### src/rtl/param_counter_pkg.sv
// param_counter_pkg: shared constants and types for the param_counter block.
//   DIR_UP / DIR_DOWN : encodings of the 'up' direction input.
//   NEXT_MAX_W        : widest counter supported by the shared result type.
//   next_t            : next-state result carrier (value plus boundary bit).
//                       Sized for the widest supported counter; users take
//                       the low WIDTH bits of 'value'.
package param_counter_pkg;

    localparam logic DIR_UP   = 1'b1;
    localparam logic DIR_DOWN = 1'b0;

    localparam int NEXT_MAX_W = 32;

    typedef struct packed {
        logic                  boundary;
        logic [NEXT_MAX_W-1:0] value;
    } next_t;

endpackage

### src/rtl/param_counter_next.sv
// param_counter_next: combinational next-count evaluation for param_counter.
// Given the current count, step, limit and direction it returns the value
// the counter moves to on an enabled cycle and whether that move is a
// boundary event.
//   cur      in  WIDTH   current count
//   step     in  STEP_W  step magnitude (zero-extended; 0 = hold)
//   limit    in  WIDTH   terminal value, range is 0..limit
//   up       in  1       DIR_UP / DIR_DOWN
//   value    out WIDTH   next count
//   boundary out 1       boundary event flag
// Build option: PCOUNTER_SAT_EN selects saturate instead of wrap on overflow.
module param_counter_next
    import param_counter_pkg::*;
#(
    parameter int WIDTH  = 12,
    parameter int STEP_W = 4
) (
    input  logic [WIDTH-1:0]  cur,
    input  logic [STEP_W-1:0] step,
    input  logic [WIDTH-1:0]  limit,
    input  logic              up,
    output logic [WIDTH-1:0]  value,
    output logic              boundary
);

    logic [WIDTH-1:0] step_ext;
    // One extra bit so cur + step never wraps silently when limit is all-ones.
    logic [WIDTH:0]   sum;

    assign step_ext = WIDTH'(step);
    assign sum      = {1'b0, cur} + {1'b0, step_ext};

    always_comb begin
        value    = cur;
        boundary = 1'b0;
        if (step_ext == '0) begin
            // Zero step holds, even if limit was lowered below cur.
            value    = cur;
            boundary = 1'b0;
        end else if (cur > limit) begin
            // Limit moved below the count: snap to the edge in the direction
            // of travel, independent of wrap/saturate.
            boundary = 1'b1;
            value    = (up == DIR_UP) ? '0 : limit;
        end else if (up == DIR_UP) begin
            if (sum <= {1'b0, limit}) begin
                value = sum[WIDTH-1:0];
            end else begin
                boundary = 1'b1;
`ifdef PCOUNTER_SAT_EN
                value    = limit;
`else
                value    = '0;
`endif
            end
        end else begin
            if (cur >= step_ext) begin
                value = cur - step_ext;
            end else begin
                boundary = 1'b1;
`ifdef PCOUNTER_SAT_EN
                value    = '0;
`else
                value    = limit;
`endif
            end
        end
    end

endmodule

### src/rtl/param_counter.sv
// param_counter: parametrised up/down counter with synchronous load,
// programmable step, runtime terminal value, terminal-count pulse and a
// sticky overflow flag.
//   clk     in  1       rising-edge clock
//   reset   in  1       synchronous active-high reset
//   enabled in  1       count one step this cycle
//   load    in  1       load min(in_a, limit)
//   up      in  1       1 = up, 0 = down
//   step    in  STEP_W  step magnitude, 0 = hold
//   limit   in  WIDTH   terminal value (range 0..limit)
//   in_a    in  WIDTH   load value
//   out_a   out WIDTH   registered count
//   tc      out 1       one-cycle pulse per boundary event
//   ovf     out 1       sticky boundary flag, cleared by reset or load
// Build option: PCOUNTER_SAT_EN (defined = saturate, undefined = wrap).
module param_counter
    import param_counter_pkg::*;
#(
    parameter int WIDTH  = 12,
    parameter int STEP_W = 4
) (
    input  logic              clk,
    input  logic              reset,
    input  logic              enabled,
    input  logic              load,
    input  logic              up,
    input  logic [STEP_W-1:0] step,
    input  logic [WIDTH-1:0]  limit,
    input  logic [WIDTH-1:0]  in_a,
    output logic [WIDTH-1:0]  out_a,
    output logic              tc,
    output logic              ovf
);

    logic [WIDTH-1:0] next_value;
    logic             next_boundary;
    logic [WIDTH-1:0] load_value;

    param_counter_next #(
        .WIDTH  (WIDTH),
        .STEP_W (STEP_W)
    ) u_next (
        .cur      (out_a),
        .step     (step),
        .limit    (limit),
        .up       (up),
        .value    (next_value),
        .boundary (next_boundary)
    );

    // Loads are clamped into the legal range.
    assign load_value = (in_a > limit) ? limit : in_a;

    always_ff @(posedge clk) begin
        if (reset) begin
            out_a <= '0;
            tc    <= 1'b0;
            ovf   <= 1'b0;
        end else if (load) begin
            out_a <= load_value;
            tc    <= 1'b0;
            ovf   <= 1'b0;
        end else if (enabled) begin
            out_a <= next_value;
            tc    <= next_boundary;
            ovf   <= ovf | next_boundary;
        end else begin
            tc    <= 1'b0;
        end
    end

endmodule

### config.mk
export PLATFORM = sky130hd
export DESIGN_NAME = param_counter
export DESIGN_NICKNAME = d
export VERILOG_FILES = /design/src/rtl/param_counter_pkg.sv /design/src/rtl/param_counter_next.sv /design/src/rtl/param_counter.sv
export SDC_FILE = /design/constraint.sdc
export NUM_CORES = 1
export LEC_CHECK = 0
export ABC_AREA = 1
export BUFFER_PORTS_ARGS = -buffer_cell sky130_fd_sc_hd__buf_2
export CORE_MARGIN = 8
export CORE_UTILIZATION = 63
export CTS_CLUSTER_SIZE = 40
export DETAILED_ROUTE_END_ITERATION = 12
export PLACE_DENSITY = 0.88
export SYNTH_ARGS = -nofsm -noshare
export SYNTH_HDL_FRONTEND = slang
export SYNTH_SLANG_ARGS = --single-unit
### constraint.sdc
create_clock -name clk -period 7.4 [get_ports clk]
set_clock_uncertainty 0.15 [all_clocks]
set_input_delay 1.85 -clock clk [delete_from_list [all_inputs] [get_ports clk]]
set_output_delay 1.85 -clock clk [all_outputs]
set_load 0.005 [all_outputs]
==> results <==
- For this design, the slowest cell found on the critical path is sky130_fd_sc_hd__fa_1.
- The final routed wirelength across all metal layers is 8.18 mm.
- The floorplan step set the die width to 83.2 um.
- The routed design uses 473 um of met3 wire.
- After routing, the total negative slack on setup checks comes to 0 ns.
- The worst min-delay path class is reg -> reg.
- After the last flow step, the layout net total stands at 578.
- Buffers inserted to repair hold after CTS numbered 0.
- Dividing the detail-routed via count by the number of cells gives 5.75.
- The initial utilization of the core area, before any placement, comes to 65.3%.
- Routability-driven placement finished with a final weighted congestion of 0.936.
- Counting I/O delays and the setup requirement, the final critical path takes 4.78 ns.
- The mapped netlist covers 2840 sq um.
- The share of post-route cells with drive strength above 1 is 17.3%.
- For this run, the slowest stage of the critical path takes 0.41 ns.
- Post-CTS timing repair inserted 0 buffers for setup.
- In the post-synthesis netlist, the biggest area contributors are sky130_fd_sc_hd__ha_1 19%, sky130_fd_sc_hd__nand2_1 17%, sky130_fd_sc_hd__dfxtp_1 9.9%.
- The standby leakage power is 1.73 nW.
- Dividing the detail-routed wire length by the instance count gives 14.9 um.
- After synthesis, the largest area contributor takes up 19.4% of total cell area.
- The netlist uses 41 different library cells.
- The number of fill cells in the layout is 404.
- Once detailed placement completed, the half-perimeter wirelength came to 6.75 mm.
- The count of buffer and inverter cells on the critical path is 3.
- Leaving out fill and tap cells, the most frequent cells in the layout are 132 x sky130_fd_sc_hd__nand2_1, 55 x sky130_fd_sc_hd__inv_1, 46 x sky130_fd_sc_hd__buf_2.
- For this design, the sink count on the clock tree is 14.
- STA classifies the critical path endpoint as a register.
- The data required time of the critical path is 7.44 ns.
- The repair_antennas step left the layout with diodes totalling 0.
- The biggest area contributor in the post-synthesis netlist is sky130_fd_sc_hd__ha_1.
- The synthesized-area fraction occupied by adder cells is 20.8%.
- After Yosys synthesis, XOR and XNOR cells account for 3.70% of the synthesized area.
- The setup slack on the worst flop-to-flop path is 3.95 ns.
- The endpoint arrival time on the critical path is 4.82 ns.
- The worst setup path is of the in -> reg kind.
- Max-cap violations in this run came to 0.
- Synthesis handed over a netlist of 460 instances.
- The number of endpoints with negative hold slack in the final report is 0.
- The mux share of post-synthesis cell area is 0%.
- The worst-case IR drop observed on VDD is 0.109 mV.
- For this run, the top clock speed supported by timing is 209 MHz.
- The first global-routing pass estimated 13.5 mm of wire.
- Setup repair after global routing left no endpoint under its margin.
- The library cell used most frequently in the layout, excluding fill and tap cells, is sky130_fd_sc_hd__nand2_1.
- Summed over all layers, the global routing overflow is 0.
- After routing the design area is 3110 sq um.
- The dominant combinational cell family by area after synthesis is simple AND/OR/NAND/NOR gates.
- In this run, post-CTS repair resized a total of 0 instances.
- The compound-cell area share of the yosys netlist is 16.3%.
- Entering global routing, the biggest net connects 21 pins.
- The run finished with clean final reports.
- CTS built an H-tree with a depth of 1.
- 47 I/O pins were placed.
- Synthesis produced a netlist with a net count of 539.
- The later-pin clock latency in the skew report is 0.26 ns.
- The final clock period utilization by the worst path is 64.6%.
- The number of pins with negative max-slew slack in the final report is 0.
- The uppermost signal routing layer after detailed routing is met4.
- The post-synthesis simple-gate area fraction is 37.7%.
- Setup violations remaining at the end of the flow were counted as 0.
- The detailed router placed 3164 vias in this run.
- The full die area is 6920 sq um.
- The remaining design rule violation count is 0.
- The clock transition time at the flip-flop clock pins of the worst setup and hold paths is 0.06 ns.
- The overall global routing resource usage is 22.8%.
- The total power density per cell area is 151 nW/um^2.
- Along the worst path, the maximum fanout reaches 10.
- Headroom to the max-slew limit came out at 65.5%.
- The number of buffer cells added on primary ports is 46.
- During synthesis, Yosys emitted a total of 0 warnings.
- STA classifies the critical path startpoint as an input pin.
- In this run the vertical extent of the chip is 83.2 um.
- In the final routing, the length of wire on met1 measures 3.56 mm.
- TritonCTS built the clock tree.
- The tree is rooted in a sky130_fd_sc_hd__clkbuf_8.
- The buffer depth of the longest clock path is 2.
- The cell family with the largest share of critical-path delay is simple AND/OR/NAND/NOR gates.
- The core region is 4350 sq um.
- Summing all placed instances gives a cell area of 3050 sq um.
- The number of antenna violations at the first check in global routing is 0.
- In this run the mean area of a mapped cell was 6.18 sq um.
- The cell occurring most often along the worst timing path is sky130_fd_sc_hd__nand2_1.
- The multi-input combinational cell area is 2230 sq um.
- The remaining number of nets flagged by the antenna check after routing is 0.
- The register area share after synthesis is 9.86%.
- The transition at the pin with the smallest max-transition slack is 0.517 ns.
- The first-pass detailed-route iteration total is 5.
- The first routing iteration left 210 violations.
- The number of buffers inserted during clock tree synthesis is 3.
- The via count of the first global-routing pass was 2967.
- Registers take 280 sq um.
- After synthesis the netlist holds a flip-flop and latch count of 14.
- The area overhead of the layout relative to synthesis is 9.33%.
- In this run the core area contains 24 standard-cell rows.
- The amount of wire on met2 after detailed routing is 3.95 mm.
-- logic make-up after synthesis --
| family | count (synthesis) |
|---|---|
| and+or+nand+nor | 229 |
| AOI/OAI and AO/OA | 82 |
| buffers and inverters | 77 |
| adders and majority gates | 46 |
| DFF | 14 |
| xor gates and xnor gates | 12 |
-- path summary, 6_finish.rpt --
path	from	end	cells past startpoint
setup / recovery	step[0]	out_a[0]$_SDFFE_PP0P_	25
hold / removal	ovf$_SDFFE_PP0P_	ovf$_SDFFE_PP0P_	2
setup reg to reg	out_a[0]$_SDFFE_PP0P_	out_a[0]$_SDFFE_PP0P_	24
hold reg to reg	ovf$_SDFFE_PP0P_	ovf$_SDFFE_PP0P_	2
-- tightest hold or removal path, stage by stage, from the launching register on --
cell                      delay, ns
sky130_fd_sc_hd__dfxtp_1       0.31
sky130_fd_sc_hd__nand2_1       0.06
sky130_fd_sc_hd__nand2_1       0.05
-- per-layer routing --
metal	up-vias	GRT usage (%)
met5	-	0
met4	0	7.99
met3	22	2.54
met2	137	39.5
met1	1431	28.2
li1	1574	-
-- flip-flops by register name (all words and copies together) (netlist names) --
| signal | cells |
|---|---|
| tc | 1 |
| out_a | 12 |
| ovf | 1 |
-- final cells by class --
type,instances,area share (%)
Tap cell,52,2.09
Multi-Input combinational cell,369,71.8
Sequential cell,14,9.02
Clock buffer,4,1.77
Timing Repair Buffer,46,7.41
Inverter,65,7.89
-- report_power, final --
group          switching, mW  internal [mW]
Combinational          0.184          0.106
Sequential            0.0187         0.0837
Clock                 0.0301         0.0473
-- metrics by stage --
stage               instances  hold WS (ns)  total power, mW  util, %  setup WS, ns
floorplan                 460         0.296            0.317        -          2.88
global placement          546         0.285            0.377     70.1          2.55
detailed placement        546         0.291            0.385     70.1          2.40
CTS                       550         0.301            0.464     71.4          2.64
global route              550         0.325            0.510     71.4          2.39
finish                    550         0.308            0.470     71.4          2.62
-- Yosys cell counts --
cell	count
sky130_fd_sc_hd__o211ai_1	3
sky130_fd_sc_hd__nand4_4	1
sky130_fd_sc_hd__ha_1	44
sky130_fd_sc_hd__o21a_1	2
sky130_fd_sc_hd__nor3_2	1
sky130_fd_sc_hd__nand2_8	1
sky130_fd_sc_hd__clkinv_1	2
sky130_fd_sc_hd__o21ai_2	1
sky130_fd_sc_hd__a21oi_2	3
sky130_fd_sc_hd__nand4_1	10
sky130_fd_sc_hd__o21bai_2	1
sky130_fd_sc_hd__nand3_1	25
sky130_fd_sc_hd__nand3_2	4
sky130_fd_sc_hd__o31ai_1	1
sky130_fd_sc_hd__o21bai_1	2
sky130_fd_sc_hd__buf_4	1
sky130_fd_sc_hd__nand2_2	5
sky130_fd_sc_hd__fa_1	2
sky130_fd_sc_hd__a31oi_1	1
sky130_fd_sc_hd__o21ai_1	5
sky130_fd_sc_hd__clkbuf_1	2
sky130_fd_sc_hd__nor3_1	3
sky130_fd_sc_hd__nor2_8	1
sky130_fd_sc_hd__nor4_1	1
sky130_fd_sc_hd__a21oi_4	1
sky130_fd_sc_hd__nor2_2	3
sky130_fd_sc_hd__xnor2_1	2
sky130_fd_sc_hd__nand2_1	132
sky130_fd_sc_hd__nor2_1	35
sky130_fd_sc_hd__buf_6	4
sky130_fd_sc_hd__nand3b_1	1
sky130_fd_sc_hd__a21oi_1	34
sky130_fd_sc_hd__o21ai_0	28
sky130_fd_sc_hd__dfxtp_1	14
sky130_fd_sc_hd__xor2_1	10
sky130_fd_sc_hd__inv_2	7
sky130_fd_sc_hd__inv_1	55
sky130_fd_sc_hd__buf_2	5
sky130_fd_sc_hd__clkinv_2	1
sky130_fd_sc_hd__nor2_4	3
sky130_fd_sc_hd__nand2_4	3
Note: power is estimated with default switching activity, not from simulation.
